==> src/rtl/alu_md_pkg.sv <==
// alu_md_pkg: shared definitions for the alu_md block and its bench.
//   - 5-bit operation codes (single-cycle class 0..9, iterative class 16..23)
//   - state_t: control FSM states, also exported on the debug state port
//   - is_iter_op(): op-class decode (1 = multiply/divide family)
package alu_md_pkg;

    localparam logic [4:0] OP_ADD    = 5'd0;
    localparam logic [4:0] OP_SUB    = 5'd1;
    localparam logic [4:0] OP_SLL    = 5'd2;
    localparam logic [4:0] OP_SLT    = 5'd3;
    localparam logic [4:0] OP_SLTU   = 5'd4;
    localparam logic [4:0] OP_XOR    = 5'd5;
    localparam logic [4:0] OP_SRL    = 5'd6;
    localparam logic [4:0] OP_SRA    = 5'd7;
    localparam logic [4:0] OP_OR     = 5'd8;
    localparam logic [4:0] OP_AND    = 5'd9;
    localparam logic [4:0] OP_MUL    = 5'd16;
    localparam logic [4:0] OP_MULH   = 5'd17;
    localparam logic [4:0] OP_MULHSU = 5'd18;
    localparam logic [4:0] OP_MULHU  = 5'd19;
    localparam logic [4:0] OP_DIV    = 5'd20;
    localparam logic [4:0] OP_DIVU   = 5'd21;
    localparam logic [4:0] OP_REM    = 5'd22;
    localparam logic [4:0] OP_REMU   = 5'd23;

    typedef enum logic [1:0] {
        ST_IDLE = 2'd0,
        ST_BUSY = 2'd1,
        ST_DONE = 2'd2
    } state_t;

    function automatic logic is_iter_op(input logic [4:0] op);
        logic r;
        case (op)
            OP_MUL, OP_MULH, OP_MULHSU, OP_MULHU,
            OP_DIV, OP_DIVU, OP_REM, OP_REMU: r = 1'b1;
            default:                          r = 1'b0;
        endcase
        return r;
    endfunction

endpackage

==> src/rtl/alu_md_muldiv.sv <==
// muldiv_iter: iterative multiply / restoring divide, one bit per cycle.
// Ports:
//   clk, rst        clock, synchronous active-high reset
//   start           load operands and begin an XLEN-cycle operation
//   op              operation code (iterative class only)
//   a, b            operands (multiplier/multiplicand, dividend/divisor)
//   done            high in the last of the XLEN working cycles
//   res_hi, res_lo  sign-corrected result, valid while done is high:
//                   multiply -> upper/lower product half,
//                   divide   -> remainder / quotient
// The core always works on unsigned magnitudes; signed variants negate
// the operands on entry and the result on exit.
module muldiv_iter
    import alu_md_pkg::*;
#(
    parameter int XLEN = 32,
    parameter int SHW  = $clog2(XLEN)
) (
    input  logic            clk,
    input  logic            rst,
    input  logic            start,
    input  logic [4:0]      op,
    input  logic [XLEN-1:0] a,
    input  logic [XLEN-1:0] b,
    output logic            done,
    output logic [XLEN-1:0] res_hi,
    output logic [XLEN-1:0] res_lo
);

    logic            busy;
    logic [SHW-1:0]  cnt;
    logic            div_mode;
    logic            neg_res;   // negate product (mul) or quotient (div)
    logic            neg_rem;   // remainder takes the dividend's sign
    logic [XLEN-1:0] mcand;     // multiplicand or divisor magnitude
    logic [XLEN-1:0] hi;        // partial product high half / remainder
    logic [XLEN-1:0] lo;        // multiplier bits / quotient bits

    logic            a_sgn, b_sgn, a_neg, b_neg;
    logic [XLEN-1:0] a_mag, b_mag;

    logic [XLEN:0]   mul_sum;
    logic [XLEN:0]   rem_shift;
    logic [XLEN:0]   rem_diff;
    logic [XLEN-1:0] step_hi, step_lo;
    logic [2*XLEN-1:0] prod, prod_c;

    // Operand sign handling at start
    always_comb begin
        a_sgn = (op == OP_MULH) || (op == OP_MULHSU) || (op == OP_DIV) || (op == OP_REM);
        b_sgn = (op == OP_MULH) || (op == OP_DIV) || (op == OP_REM);
        a_neg = a_sgn & a[XLEN-1];
        b_neg = b_sgn & b[XLEN-1];
        a_mag = a_neg ? -a : a;
        b_mag = b_neg ? -b : b;
    end

    // One iteration step
    always_comb begin
        mul_sum   = {1'b0, hi} + (lo[0] ? {1'b0, mcand} : '0);
        rem_shift = {hi, lo[XLEN-1]};
        rem_diff  = rem_shift - {1'b0, mcand};
        if (div_mode) begin
            // Remainder is always below the divisor, so both branches fit XLEN bits
            if (!rem_diff[XLEN]) begin
                step_hi = rem_diff[XLEN-1:0];
                step_lo = {lo[XLEN-2:0], 1'b1};
            end else begin
                step_hi = rem_shift[XLEN-1:0];
                step_lo = {lo[XLEN-2:0], 1'b0};
            end
        end else begin
            // {carry, sum, multiplier} shifted right by one
            step_hi = mul_sum[XLEN:1];
            step_lo = {mul_sum[0], lo[XLEN-1:1]};
        end
    end

    // Result presented from the final step so the caller can register it
    // on the same edge the last step would be stored.
    always_comb begin
        prod   = {step_hi, step_lo};
        prod_c = neg_res ? -prod : prod;
        if (div_mode) begin
            res_hi = neg_rem ? -step_hi : step_hi;
            res_lo = neg_res ? -step_lo : step_lo;
        end else begin
            res_hi = prod_c[2*XLEN-1:XLEN];
            res_lo = prod_c[XLEN-1:0];
        end
    end

    assign done = busy && (cnt == SHW'(XLEN - 1));

    always_ff @(posedge clk) begin
        if (rst) begin
            busy     <= 1'b0;
            cnt      <= '0;
            div_mode <= 1'b0;
            neg_res  <= 1'b0;
            neg_rem  <= 1'b0;
            mcand    <= '0;
            hi       <= '0;
            lo       <= '0;
        end else if (start) begin
            busy     <= 1'b1;
            cnt      <= '0;
            div_mode <= (op == OP_DIV) || (op == OP_DIVU) || (op == OP_REM) || (op == OP_REMU);
            neg_res  <= a_neg ^ b_neg;
            neg_rem  <= a_neg;
            mcand    <= b_mag;
            hi       <= '0;
            lo       <= a_mag;
        end else if (busy) begin
            hi  <= step_hi;
            lo  <= step_lo;
            cnt <= cnt + SHW'(1);
            if (done) begin
                busy <= 1'b0;
            end
        end
    end

endmodule

==> src/rtl/alu_md.sv <==
// alu_md: RISC-V style ALU with iterative multiply/divide.
// Ports:
//   i_clk, i_rst    clock, synchronous active-high reset
//   i_valid/o_ready request handshake; i_op, i_Ra, i_Rb captured on it
//   o_valid/i_ready result handshake; o_Rc, o_Z, o_C held until taken
//   o_state         current control state (debug)
// Handshake: a transfer happens on a rising edge where valid and ready are
// both high; the sender holds its payload until then, and the receiver may
// raise ready independently of valid.
// Single-cycle ops and the divide fast paths go IDLE->DONE; multiply and
// divide go IDLE->BUSY for XLEN cycles, then DONE.
module alu_md
    import alu_md_pkg::*;
#(
    parameter int XLEN = 32,
    parameter int SHW  = $clog2(XLEN)
) (
    input  logic            i_clk,
    input  logic            i_rst,
    input  logic            i_valid,
    output logic            o_ready,
    input  logic [4:0]      i_op,
    input  logic [XLEN-1:0] i_Ra,
    input  logic [XLEN-1:0] i_Rb,
    output logic            o_valid,
    input  logic            i_ready,
    output logic [XLEN-1:0] o_Rc,
    output logic            o_Z,
    output logic            o_C,
    output state_t          o_state
);

    localparam logic [XLEN-1:0] MOST_NEG = {1'b1, {(XLEN-1){1'b0}}};

    state_t          state, next_state;
    logic            accept;
    logic [4:0]      op_q;

    logic [SHW-1:0]  shamt;
    logic [XLEN:0]   sum_ext;
    logic [XLEN-1:0] alu_res;
    logic            alu_c;

    logic            div_op, rem_op, div_zero, div_ovf, fast;
    logic [XLEN-1:0] fast_res;

    logic            iter_start, iter_done;
    logic [XLEN-1:0] iter_hi, iter_lo, iter_res;

    logic            load;
    logic [XLEN-1:0] load_val;
    logic            load_c;

    assign o_ready = (state == ST_IDLE) && !i_rst;
    assign o_valid = (state == ST_DONE);
    assign o_state = state;
    assign accept  = i_valid && o_ready;
    assign shamt   = i_Rb[SHW-1:0];

    // Single-cycle ALU
    always_comb begin
        alu_res = '0;
        alu_c   = 1'b0;
        sum_ext = '0;
        case (i_op)
            OP_ADD: begin
                sum_ext = {1'b0, i_Ra} + {1'b0, i_Rb};
                alu_res = sum_ext[XLEN-1:0];
                alu_c   = sum_ext[XLEN];
            end
            OP_SUB: begin
                // a + ~b + 1: carry-out is the inverted borrow
                sum_ext = {1'b0, i_Ra} + {1'b0, ~i_Rb} + {{XLEN{1'b0}}, 1'b1};
                alu_res = sum_ext[XLEN-1:0];
                alu_c   = sum_ext[XLEN];
            end
            OP_SLL:  alu_res = i_Ra << shamt;
            OP_SLT:  alu_res = {{(XLEN-1){1'b0}}, ($signed(i_Ra) < $signed(i_Rb))};
            OP_SLTU: alu_res = {{(XLEN-1){1'b0}}, (i_Ra < i_Rb)};
            OP_XOR:  alu_res = i_Ra ^ i_Rb;
            OP_SRL:  alu_res = i_Ra >> shamt;
            OP_SRA:  alu_res = $unsigned($signed(i_Ra) >>> shamt);
            OP_OR:   alu_res = i_Ra | i_Rb;
            OP_AND:  alu_res = i_Ra & i_Rb;
            default: alu_res = '0;
        endcase
    end

    // Divide fast paths: divide-by-zero and most-negative / -1
    always_comb begin
        div_op   = (i_op == OP_DIV) || (i_op == OP_DIVU) || (i_op == OP_REM) || (i_op == OP_REMU);
        rem_op   = (i_op == OP_REM) || (i_op == OP_REMU);
        div_zero = div_op && (i_Rb == '0);
        div_ovf  = ((i_op == OP_DIV) || (i_op == OP_REM)) && (i_Ra == MOST_NEG) && (i_Rb == '1);
        fast     = div_zero || div_ovf;
        if (div_zero) begin
            fast_res = rem_op ? i_Ra : '1;
        end else begin
            fast_res = rem_op ? '0 : i_Ra;
        end
    end

    assign iter_start = accept && is_iter_op(i_op) && !fast;

    muldiv_iter #(
        .XLEN (XLEN),
        .SHW  (SHW)
    ) u_muldiv (
        .clk    (i_clk),
        .rst    (i_rst),
        .start  (iter_start),
        .op     (i_op),
        .a      (i_Ra),
        .b      (i_Rb),
        .done   (iter_done),
        .res_hi (iter_hi),
        .res_lo (iter_lo)
    );

    always_comb begin
        case (op_q)
            OP_MUL, OP_DIV, OP_DIVU: iter_res = iter_lo;
            default:                 iter_res = iter_hi;
        endcase
    end

    // Next state and result load
    always_comb begin
        next_state = state;
        load       = 1'b0;
        load_val   = '0;
        load_c     = 1'b0;
        case (state)
            ST_IDLE: begin
                if (accept) begin
                    if (iter_start) begin
                        next_state = ST_BUSY;
                    end else begin
                        next_state = ST_DONE;
                        load       = 1'b1;
                        load_val   = fast ? fast_res : alu_res;
                        load_c     = fast ? 1'b0 : alu_c;
                    end
                end
            end
            ST_BUSY: begin
                if (iter_done) begin
                    next_state = ST_DONE;
                    load       = 1'b1;
                    load_val   = iter_res;
                end
            end
            ST_DONE: begin
                if (i_ready) begin
                    next_state = ST_IDLE;
                end
            end
            default: next_state = ST_IDLE;
        endcase
    end

    always_ff @(posedge i_clk) begin
        if (i_rst) begin
            state <= ST_IDLE;
            o_Rc  <= '0;
            o_Z   <= 1'b0;
            o_C   <= 1'b0;
            op_q  <= OP_ADD;
        end else begin
            state <= next_state;
            if (load) begin
                o_Rc <= load_val;
                o_Z  <= (load_val == '0);
                o_C  <= load_c;
            end
            if (iter_start) begin
                op_q <= i_op;
            end
        end
    end

endmodule

==> config.mk <==
export PLATFORM = sky130hd
export DESIGN_NAME = alu_md
export DESIGN_NICKNAME = d
export VERILOG_FILES = /design/src/rtl/alu_md_pkg.sv /design/src/rtl/alu_md_muldiv.sv /design/src/rtl/alu_md.sv
export SDC_FILE = /design/constraint.sdc
export NUM_CORES = 1
export LEC_CHECK = 0
export CORE_UTILIZATION = 35
export CTS_CLUSTER_DIAMETER = 60
export DETAILED_ROUTE_END_ITERATION = 12
export GPL_ROUTABILITY_DRIVEN = 1
export GPL_TIMING_DRIVEN = 0
export HOLD_SLACK_MARGIN = 0.03
export PLACE_DENSITY = 0.49
export SKIP_CTS_REPAIR_TIMING = 1
export SYNTH_ARGS = -nofsm -noshare
export SYNTH_HDL_FRONTEND = slang
export SYNTH_HIERARCHICAL = 1
export SYNTH_SLANG_ARGS = --single-unit
==> constraint.sdc <==
create_clock -name i_clk -period 15.5 [get_ports i_clk]
set_clock_uncertainty 0.15 [all_clocks]
set_input_delay 3.1 -clock i_clk [delete_from_list [all_inputs] [get_ports i_clk]]
set_output_delay 3.1 -clock i_clk [all_outputs]
set_load 0.005 [all_outputs]
==> flow_metrics.env <==
export IMPL_run_status="finished with violations"
export IMPL_failed_checks="max-capacitance violations, max-slew violations"
export IMPL_regToRegEndpoint="o_Z$_SDFFE_PP0P_"
export IMPL_initial_utilization=0.3556
export IMPL_synth_seq_cells=146
export IMPL_area_of_the_mapped_netlist_um2=25030
export IMPL_maxCapViolCount=1
export IMPL_drt_pass1_iterations=7
export IMPL_max_freq_mhz=85.07
export IMPL_timing_final_crit_share=0.7584
export IMPL_comb_power_share=0.489
export IMPL_fp_dieArea_um2=72590
export IMPL_antenna_left=0
export IMPL_global_route_overflow_total=0
export IMPL_via_count_of_the_first_global_routing_pass=29430
export IMPL_critPathTopFamily="buffers and inverters"
export IMPL_fp_coreArea_um2=70390
export IMPL_seq_power_share=0.240
export IMPL_cts_max_path_buffers=2
export IMPL_critical_path_max_fanout=11
export IMPL_crit_path_frequent_cell="clkbuf_1"
export IMPL_pwr_share_clk=0.271
export IMPL_final_setup_tns_ns=0
export IMPL_yosysWarningCount=6
export IMPL_antenna_found_initial=10
export IMPL_route_detailed_wl_per_inst_um=36.74
export IMPL_worstPathBufferInverterCount=7
export IMPL_worst_r2r_path_depth=27
export IMPL_die_height_um=269.4
export IMPL_worst_skew_pair_late_latency_ns=0.50
export IMPL_synth_main_ff_cell="dfxtp_1"
export IMPL_post_synth_num_cell_types=118
export IMPL_gp_routability_congestion=1.085
export IMPL_first_iter_violations=4680
export IMPL_cts_sink_count=146
export IMPL_placed_cell_area_um2=27350
export IMPL_crit_path_start="i_Rb[3]"
export IMPL_slew_limit_headroom=-0.008426
export IMPL_detailed_place_hpwl_um=139300
export IMPL_final_max_slew_viol_count=1
export IMPL_critical_path_slowest_cell="o41ai_1"
export IMPL_fraction_of_final_layout_cells_with_drive_strength_greater_than_1=0.05949
export IMPL_design_final_nets=3946
export IMPL_finalNonFillerCells=4661
export IMPL_endpoint_arrival_time_on_the_critical_path_ns=12.00
export IMPL_groute_usage_overall=0.4560
export IMPL_numPlacedInstances=4623
export IMPL_pwr_density_cell_nw_per_um2=60.16
export IMPL_via_count=31780
export IMPL_numCtsBuffers=17
export IMPL_setup_slack_reg_to_reg_ns=5.18
export IMPL_fin_crit_ns=11.76
export IMPL_min_delay_start="o_Rc[16]$_SDFFE_PP0P_"
export IMPL_worstPathCellList="clkdlybuf4s50_1 -> clkbuf_1 -> inv_1 -> clkbuf_1 -> buf_1 -> buf_1 -> ha_1 -> clkbuf_1 -> and3_1 -> a221oi_2 -> nor3_1 -> nor4b_1 -> nor3_1 -> and3_1 -> o41ai_1 -> or4b_1 -> nor4_1 -> nand4b_1 -> o31ai_2"
export IMPL_number_of_nets_in_the_synthesized_netlist=3816
export IMPL_design_area_um2=27960
export IMPL_ys_async_sr_fraction=0
export IMPL_clockRootBuffer="clkbuf_16"
export IMPL_pin_count=111
export IMPL_synthesis_instances=3572
export IMPL_die_width_um=269.4
export IMPL_drc_errors=0
export IMPL_final_hold_violations=0
export IMPL_htree_levels=4
export IMPL_via_per_inst=6.818
export IMPL_worst_pin_slew_ns=1.497
export IMPL_port_buffers=109
export IMPL_vdd_ir_drop_max_mv=0.04737
export IMPL_crit_path_max_incr_delay_ns=0.78
export IMPL_detail_route_wirelength_um=171200
export IMPL_critPathKind="in2reg"
export IMPL_setup_viol=0
export IMPL_cts_clk_slew_worst_paths_ns=0.07
export IMPL_leakage_nw=10.40
export IMPL_area_growth_synth_to_final_pct=11.71
export IMPL_setup_worst_path_end="o_Z$_SDFFE_PP0P_"
export IMPL_syn_area_per_cell_um2=7.007
export IMPL_hp_class="reg2reg"
export IMPL_setup_worst_path_end_class="register"
export IMPL_rows=97
export IMPL_total_number_of_cells_along_the_worst_setup_path=19
export IMPL_largest_net_degree_at_the_start_of_global_routing=17
export IMPL_worst_endpoint_required_ns=15.74
export IMPL_critical_path_reg2reg_startpoint="u_muldiv/mcand[27]$_SDFFE_PP0P_"
export IMPL_cell_internal_pwr_mw=0.8829
export IMPL_power_switching_fraction=0.4752
export IMPL_wire_length_of_the_first_global_routing_pass_um=235700
export IMPL_critPathLaunchType="input port"
export IMPL_synth_edf_count=0
export IMPL_p_sw_mw=0.7993
export IMPL_setup_repair_after_global_routing_missed_its_margin="no"
export IMPL_cts_tree="done"
export IMPL_synth_sequential_area_ratio=0.1168
==> layout make-up <==
cell class | count | area [um^2]
buffer | 253 | 1033
sequential | 146 | 2923
inverter | 174 | 653.1
antenna | 6 | 15.01
timing repair buffer | 111 | 1114
fill | 7779 | 42430
tap | 940 | 1176
multi-input combinational | 2999 | 20450
clock inverter | 13 | 150.1
clock buffer | 19 | 442.9
==> synthesized netlist by cell type, types with 15 or more instances <==
cell type | count | area [um^2]
a31oi_1 | 50 | 312.8
o21ai_0 | 171 | 855.8
nand2_1 | 356 | 1336
ha_1 | 167 | 2090
nor2_1 | 426 | 1599
o211ai_1 | 45 | 337.8
nor4_1 | 38 | 237.7
and2_1 | 61 | 381.6
dfxtp_1 | 146 | 2923
nand2b_1 | 31 | 193.9
xor2_1 | 88 | 770.7
a21o_1 | 31 | 232.7
mux2i_1 | 128 | 1281
nor3_1 | 80 | 400.4
clkbuf_1 | 181 | 679.4
a22oi_1 | 30 | 225.2
inv_1 | 161 | 604.3
a211o_1 | 15 | 131.4
mux4_2 | 57 | 1284
xnor2_1 | 93 | 814.5
nand3_1 | 69 | 345.3
nand4_1 | 56 | 350.3
a311oi_1 | 19 | 166.4
nand4b_1 | 15 | 131.4
and4_1 | 17 | 148.9
buf_2 | 34 | 170.2
or4_1 | 19 | 142.6
o21bai_1 | 17 | 127.6
buf_1 | 29 | 108.9
a211oi_1 | 89 | 668.1
and3_1 | 19 | 118.9
nor2b_1 | 26 | 162.7
or3_1 | 46 | 287.8
o22ai_1 | 29 | 181.4
o21a_1 | 28 | 210.2
a21oi_1 | 325 | 1627
a221oi_1 | 18 | 157.7
o31ai_1 | 45 | 337.8
o21ai_1 | 26 | 130.1
a2111oi_0 | 17 | 148.9
==> worst min-delay path, stage by stage, from the launching register on <==
cell and delay, ns:
dfxtp_1 0.31, nand2_1 0.05, a21oi_1 0.05
==> power groups by stage <==
stage / registers (mW) / logic (mW) / clock network [mW]
after floorplan: 0.404 / 0.461 / 0
after global placement: 0.411 / 0.786 / 0
after detailed placement: 0.411 / 0.778 / 0
after CTS: 0.402 / 0.781 / 0.460
after global routing: 0.404 / 0.846 / 0.472
final: 0.403 / 0.823 / 0.456
==> per-layer routing <==
layer	routed length, um	GRT usage	part of all wire
met1	69190	0.5953	0.40
met2	70200	0.6703	0.41
met3	19240	0.1140	0.11
met4	12570	0.2793	0.073
met5	41	0	0.00024
==> cell usage in the layout (no fill, tap or decap), drive strengths merged, types with 19 or more instances in the layout <==
cell type / instances
o211ai: 46
o31ai: 49
o22ai: 30
a311oi: 19
clkdlybuf4s50: 109
buf: 74
o21ai: 198
inv: 178
nand2: 357
dfxtp: 146
a22oi: 30
mux2i: 128
nor2b: 26
clkbuf: 200
nor4: 40
o21a: 28
nor2: 428
xnor2: 93
a211oi: 92
nand4: 56
nand2b: 31
or3: 48
a21o: 31
nand3: 69
xor2: 88
nor3: 81
ha: 167
and3: 20
a31oi: 50
a21oi: 327
a221oi: 20
and2: 62
or4: 22
mux4: 59
==> cells by family after synthesis <==
| kind of cell | count (synthesis) | share of synthesized area |
|---|---|---|
| multiplexers | 194 | 0.1077 |
| adder cells (fa/ha/maj) | 171 | 0.08668 |
| XOR/XNOR | 181 | 0.06333 |
| AO/OA/AOI/OAI | 1115 | 0.2980 |
| flip-flops | 146 | 0.1168 |
| buffers and inverters | 427 | 0.06738 |
| AND/OR/NAND/NOR | 1338 | 0.2601 |
==> metrics by stage <==
step,hold slack [ns],worst slack (ns),util,power [mW]
2_1_floorplan,0.2952,7.869,-,0.8655
3_3_place_gp,0.2971,3.848,0.3878,1.197
3_5_place_dp,0.3015,3.992,0.3885,1.188
4_1_cts,0.3106,4.463,0.3969,1.644
5_1_grt,0.3296,3.868,0.3970,1.722
6_report,0.3108,3.744,0.3972,1.682
==> sequential cells by signal, indices dropped and copies added, names as in the netlist <==
| register | count |
|---|---|
| o_Rc | 32 |
| u_muldiv/hi | 32 |
| u_muldiv/lo | 32 |
| u_muldiv/mcand | 32 |
| op_q | 5 |
| u_muldiv/cnt | 5 |
| o_state | 2 |
| o_C | 1 |
| o_Z | 1 |
| u_muldiv/busy | 1 |
| u_muldiv/div_mode | 1 |
| u_muldiv/neg_rem | 1 |
| u_muldiv/neg_res | 1 |
==> worst min-delay path by stage <==
stage          slack [ns]               endpoint  cells past startpoint
3_5_place_dp         0.30  o_Rc[16]$_SDFFE_PP0P_                      2
6_report             0.31  o_Rc[16]$_SDFFE_PP0P_                      2
4_1_cts              0.31  o_Rc[16]$_SDFFE_PP0P_                      2
2_1_floorplan        0.30   op_q[4]$_SDFFE_PP0P_                      2
5_1_grt              0.33  o_Rc[19]$_SDFFE_PP0P_                      2
3_3_place_gp         0.30  o_Rc[19]$_SDFFE_PP0P_                      2
Note: power is estimated with default switching activity, not from simulation.
